<file path="src/rtl/csr_mult_pkg.sv">
// Shared helpers for the pipelined carry-save multiplier (csr_mult_pipe).
// Signed Baugh-Wooley support is compiled in with CSR_MULT_SIGNED_EN.
package csr_mult_pkg;

    function automatic int prodWidth(input int w);
        return 2 * w;
    endfunction

    // w partial-product rows plus one injection row (cin / correction constants),
    // each 3:2 step retires one row, so w+1 rows need w steps.
    function automatic int csaLevels(input int w);
        return w;
    endfunction

    typedef struct packed {
        logic s1;
        logic s2;
    } stageValid_t;

endpackage

</file>
<file path="src/rtl/Half_Adder.sv">
// Single-bit half adder cell.
module Half_Adder (
    input  logic a,
    input  logic b,
    output logic sum,
    output logic carry
);
    assign sum   = a ^ b;
    assign carry = a & b;
endmodule

</file>
<file path="src/rtl/csr_reduce_tree.sv">
// Partial-product generation and carry-save reduction to a sum/carry pair.
// CSR_MULT_SIGNED_EN adds the sgn input and Baugh-Wooley correction terms.
module csr_reduce_tree
    import csr_mult_pkg::*;
#(
    parameter int WIDTH = 6
) (
    input  logic [WIDTH-1:0]   a,
    input  logic [WIDTH-1:0]   b,
    input  logic               cin,
`ifdef CSR_MULT_SIGNED_EN
    input  logic               sgn,
`endif
    output logic [2*WIDTH-1:0] sum_v,
    output logic [2*WIDTH-1:0] carry_v
);
    localparam int PW     = prodWidth(WIDTH);
    localparam int LEVELS = csaLevels(WIDTH);

    logic [WIDTH-1:0][WIDTH-1:0] ppBits;
    logic [WIDTH:0][PW-1:0]      rowV;
    logic [LEVELS:1][PW-1:0]     sumV;
    logic [LEVELS:1][PW-1:0]     carryV;

    for (genvar j = 0; j < WIDTH; j++) begin : g_row
        for (genvar i = 0; i < WIDTH; i++) begin : g_col
`ifdef CSR_MULT_SIGNED_EN
            // Baugh-Wooley: cross terms touching exactly one sign bit are inverted.
            if ((i == WIDTH-1) != (j == WIDTH-1)) begin : g_bw
                assign ppBits[j][i] = (a[i] & b[j]) ^ sgn;
            end else begin : g_plain
                assign ppBits[j][i] = a[i] & b[j];
            end
`else
            assign ppBits[j][i] = a[i] & b[j];
`endif
        end
        assign rowV[j] = {{WIDTH{1'b0}}, ppBits[j]} << j;
    end

`ifdef CSR_MULT_SIGNED_EN
    localparam logic [PW-1:0] BW_CONST = (PW'(1) << WIDTH) | (PW'(1) << (PW-1));
    assign rowV[WIDTH] = {{(PW-1){1'b0}}, cin} | ({PW{sgn}} & BW_CONST);
`else
    assign rowV[WIDTH] = {{(PW-1){1'b0}}, cin};
`endif

    // Carries out of the top bit are dropped; the result is only needed mod 2^PW.
    for (genvar k = 0; k < PW; k++) begin : g_l1
        if (k < PW-1) begin : g_ha
            Half_Adder u_ha (
                .a    (rowV[0][k]),
                .b    (rowV[1][k]),
                .sum  (sumV[1][k]),
                .carry(carryV[1][k+1])
            );
        end else begin : g_top
            assign sumV[1][k] = rowV[0][k] ^ rowV[1][k];
        end
    end
    assign carryV[1][0] = 1'b0;

    for (genvar l = 2; l <= LEVELS; l++) begin : g_lvl
        for (genvar k = 0; k < PW; k++) begin : g_bit
            if (k < PW-1) begin : g_fa
                full_adder u_fa (
                    .a   (sumV[l-1][k]),
                    .b   (carryV[l-1][k]),
                    .cin (rowV[l][k]),
                    .sum (sumV[l][k]),
                    .cout(carryV[l][k+1])
                );
            end else begin : g_top
                assign sumV[l][k] = sumV[l-1][k] ^ carryV[l-1][k] ^ rowV[l][k];
            end
        end
        assign carryV[l][0] = 1'b0;
    end

    assign sum_v   = sumV[LEVELS];
    assign carry_v = carryV[LEVELS];
endmodule

</file>
<file path="src/rtl/full_adder.sv">
// Single-bit full adder cell (3:2 compressor).
module full_adder (
    input  logic a,
    input  logic b,
    input  logic cin,
    output logic sum,
    output logic cout
);
    assign sum  = a ^ b ^ cin;
    assign cout = (a & b) | (cin & (a ^ b));
endmodule

</file>
<file path="src/rtl/csr_mult_pipe.sv">
// Two-stage carry-save multiplier with valid/ready backpressure: s1 holds the
// carry-save pair, s2 holds the resolved product. CSR_MULT_SIGNED_EN adds sgn.
module csr_mult_pipe
    import csr_mult_pkg::*;
#(
    parameter  int WIDTH = 6,
    localparam int PW    = prodWidth(WIDTH)
) (
    input  logic             clk,
    input  logic             rst,
    input  logic             in_valid,
    output logic             in_ready,
    input  logic [WIDTH-1:0] a,
    input  logic [WIDTH-1:0] b,
    input  logic             cin,
`ifdef CSR_MULT_SIGNED_EN
    input  logic             sgn,
`endif
    output logic             out_valid,
    input  logic             out_ready,
    output logic [PW-1:0]    product
);
    logic [PW-1:0] sumV;
    logic [PW-1:0] carryV;
    logic [PW-1:0] cpaSum;
    logic          s1En;
    logic          s2En;

    stageValid_t   valid_q,    valid_d;
    logic [PW-1:0] s1Sum_q,    s1Sum_d;
    logic [PW-1:0] s1Carry_q,  s1Carry_d;
    logic [PW-1:0] product_q,  product_d;

    csr_reduce_tree #(.WIDTH(WIDTH)) u_tree (
        .a      (a),
        .b      (b),
        .cin    (cin),
`ifdef CSR_MULT_SIGNED_EN
        .sgn    (sgn),
`endif
        .sum_v  (sumV),
        .carry_v(carryV)
    );

    assign cpaSum = s1Sum_q + s1Carry_q;

    // A stage may load whenever its current content leaves (or it is empty).
    assign s2En     = !valid_q.s2 || out_ready;
    assign s1En     = !valid_q.s1 || s2En;
    assign in_ready = s1En;

    always_comb begin
        valid_d   = valid_q;
        s1Sum_d   = s1Sum_q;
        s1Carry_d = s1Carry_q;
        product_d = product_q;
        if (s1En) begin
            valid_d.s1 = in_valid;
        end
        if (s1En && in_valid) begin
            s1Sum_d   = sumV;
            s1Carry_d = carryV;
        end
        if (s2En) begin
            valid_d.s2 = valid_q.s1;
        end
        if (s2En && valid_q.s1) begin
            product_d = cpaSum;
        end
    end

    always_ff @(posedge clk or posedge rst) begin
        if (rst) begin
            valid_q   <= '0;
            s1Sum_q   <= '0;
            s1Carry_q <= '0;
            product_q <= '0;
        end else begin
            valid_q   <= valid_d;
            s1Sum_q   <= s1Sum_d;
            s1Carry_q <= s1Carry_d;
            product_q <= product_d;
        end
    end

    assign out_valid = valid_q.s2;
    assign product   = product_q;
endmodule

</file>
<file path="config.mk">
export PLATFORM = sky130hd
export DESIGN_NAME = csr_mult_pipe
export DESIGN_NICKNAME = d
export VERILOG_FILES = /design/src/rtl/csr_mult_pkg.sv /design/src/rtl/Half_Adder.sv /design/src/rtl/csr_reduce_tree.sv /design/src/rtl/full_adder.sv /design/src/rtl/csr_mult_pipe.sv
export SDC_FILE = /design/constraint.sdc
export NUM_CORES = 1
export LEC_CHECK = 0
export ABC_CLOCK_PERIOD_IN_PS = 1600
export BUFFER_PORTS_ARGS = -buffer_cell sky130_fd_sc_hd__buf_2
export CAP_MARGIN = 20
export CORE_ASPECT_RATIO = 0.9
export CORE_UTILIZATION = 30
export CTS_CLUSTER_DIAMETER = 200
export DETAILED_ROUTE_END_ITERATION = 10
export PLACE_DENSITY_LB_ADDON = 0.15
export SYNTH_ARGS = -nofsm -noshare
export SYNTH_HDL_FRONTEND = slang
export SYNTH_SLANG_ARGS = --single-unit
</file>
<file path="constraint.sdc">
create_clock -name clk -period 1.6 [get_ports clk]
set_input_delay 0.16 -clock clk [delete_from_list [all_inputs] [get_ports clk]]
set_output_delay 0.16 -clock clk [all_outputs]
set_load 0.03 [all_outputs]
</file>
==> out/qor.txt <==
status = complete, but fails checks
failing checks = setup timing
Lkg Pwr = 1.479 nW
FP Rows = 29
dpl hpwl = 3.420 mm
Post-Route WL = 4.483 mm
Seq/Total Area, Yosys = 34.16%
clk_lat worst skew = 0.28 ns
final-report setup violation count = 14
Hold Path Class = in2reg
Worst-Margin Slew = 0.4170 ns
warnings from Yosys = 0
switching pwr = 1.420 mW
number of port buffers = 30
layout cells sized above 1 = 52.82%
met3 wire len = 114 um
vias = 1,650
Post-Synthesis Cell Area = 0.002271 mm2
synth top area cells = dfrtp_1, fa_1, mux2_2, ha_1, and2_1
# IOs = 31
DRT antenna net count = 0
Multi-input gate area = 0.001640 mm2
FF+latch area = 777.0 um2
metal2 WL = 1.996 mm
Clock transition at path regs = 0.06 ns
cell-internal power = 2.285 mW
Synth top area share = 34.16%
initial antenna violation count = 0
Worst slew margin = 72.20%
final worst setup slack = -1.333 ns
clk_skew = 0.004995 ns
min Tclk post-route = 2.933 ns
pre-CTS setup slack = -1.709 ns
cell taking the most area after synthesis = dfrtp_1
cts bufs inserted = 5
Combinational Power Share = 50.3%
DP Area = 0.002819 mm2
Finished Cell Area = 0.003201 mm2
Clock Sinks = 31
unrepaired setup endpoints after global routing = true
critical path peak fanout = 4
Max IR drop VDD = 542.1 uV
grt ovf = 0
DRC viols = 0
# fillers = 719
Cells after DPL = 363
max cap viols = 0
largest net degree at the start of global routing = 32
most frequent cells in the layout = nand2_1, buf_4, dfrtp_1
Fmax achieved = 340.9 MHz
global-route usage over all layers = 12.83%
post-synth net total = 272
final net count = 338
drt first pass iters = 4
final core utilization = 44.55%
Worst Setup End Kind = register
CTS max path bufs = 2
Die H = 84.54 um
area of the core = 0.007184 mm2
CTS root buffer = clkbuf_8
Avg WL per Cell = 11.89 um
Yosys reg bits = 31
Metal-1 WL = 2.316 mm
power share of the clock group = 16.7%
Seq pwr share = 33.0%
die width = 93.71 um
DRT iter0 DRCs = 27
count of final hold-check violations = 0
initial core utilization = 31.61%
kind of critical path = in2reg
Total Power = 3.704 mW
Slew Viols, Final = 0
vias in the first global route = 1,700
Mapped Avg Cell Area = 10.42 um2
critical path required time = 1.77 ns
vias per inst = 4.377
Power per Cell Area = 1157 mW/mm2
first-pass GRT wire length = 7.817 mm
Non-Filler Instances = 377
Synth cell types = 25
H-tree level count = 2
GP Congestion = 0.7145
Cells after Synth = 218
highest metal used = met4
Tcrit/Tclk final = 183.3%
Die ar. = 0.007922 mm2
crit start category = input pin
crit path DAT = 3.10 ns
CTS tree = yes
Layout area overhead = 40.94%
ant diodes = 0
switching part of the total = 38.33%
-- cells by family (layout without fill, tap and decap cells) --
family | Yosys count | count (layout) | share of synthesized area, %
mux | 19 | 19 | 9.422
fa+ha+maj | 37 | 37 | 27.00
xor+xnor | 7 | 7 | 2.700
compound gates | 17 | 17 | 4.518
flops | 31 | 31 | 34.16
buf+inv | 37 | 103 | 6.226
simple gates | 70 | 70 | 15.98
-- critical path: stages --
cell	delay (ns)
buf_8	0.10
and2_4	0.15
ha_4	0.25
inv_2	0.03
fa_1	0.46
inv_1	0.05
fa_2	0.33
fa_1	0.51
inv_1	0.05
fa_1	0.49
inv_2	0.05
ha_4	0.20
mux2_4	0.26
-- power by group through the flow --
| stage | Clock, mW | Sequential [mW] | Combinational, mW |
|---|---|---|---|
| 2_1_floorplan | 0 | 1.44 | 0.838 |
| 3_3_place_gp | 0 | 1.20 | 1.57 |
| 3_5_place_dp | 0 | 1.21 | 1.57 |
| 4_1_cts | 0.645 | 1.21 | 1.81 |
| 5_1_grt | 0.697 | 1.25 | 2.08 |
| 6_report | 0.620 | 1.22 | 1.86 |
-- stage by stage --
stage                     hold slack (ns)  setup TNS, ns
after global placement             0.2679         -15.72
final                             0.08195         -11.11
after CTS                         0.07713         -11.72
after global routing              0.07598         -11.73
after detailed placement           0.2692         -15.89
after floorplan                    0.2634         -12.85
-- sequential cells by signal, summed over array words and instances (netlist names) --
name and count:
product 12, s1Sum_q 11, s1Carry_q 6, out_valid 1
valid_q 1
-- Yosys cell counts (all sizes together) --
cell and instances:
inv 33, nor2 3, o2111ai 1, o21ai 9, clkbuf 2, o31ai 2
nand3b 2, mux2 19, nand4 1, o211ai 1, nand2b 4, fa 20
buf 2, a21oi 2, xnor2 5, dfrtp 31, o31a 1, nand4b 2
o21a 1, ha 17, nand3 4, xor2 2, nand2 32, and2 22
-- layer usage --
| metal | vias up | track usage, % |
|---|---|---|
| li1 | 824 | - |
| met1 | 807 | 18.22 |
| met2 | 15 | 18.58 |
| met3 | 4 | 4.076 |
| met4 | 0 | 3.776 |
| met5 | - | 0 |
-- cell type report --
cell class	instances	area share [%]
Clock inverter	1	0.1564
Sequential cell	31	24.28
Timing Repair Buffer	63	14.23
Tap cell	93	3.636
Multi-Input combinational cell	150	51.25
Inverter	33	3.870
Clock buffer	6	2.580
-- worst paths after layout --
kind	slack, ns	cells after the start	startpoint	endpoint
worst max-delay path	-1.33	13	b[1]	s1Sum_q[6]
min in group asynchronous	0.50	4	rst	product[5]
worst min register to register	0.47	2	product[4]	product[4]
worst min-delay path	0.08	2	in_valid	valid_q[1]
worst max register to register	-0.02	6	s1Carry_q[1]	product[9]
max in group asynchronous	0.78	4	rst	out_valid
-- repair_timing --
action,CTS,global route
hold buffers,1,0
endpoints found under the hold margin,31,0
setup buffers,5,1
pin swaps,20,18
endpoints found under the setup margin,14,16
resized for setup,34,17
(Power assumes the default switching activity.)
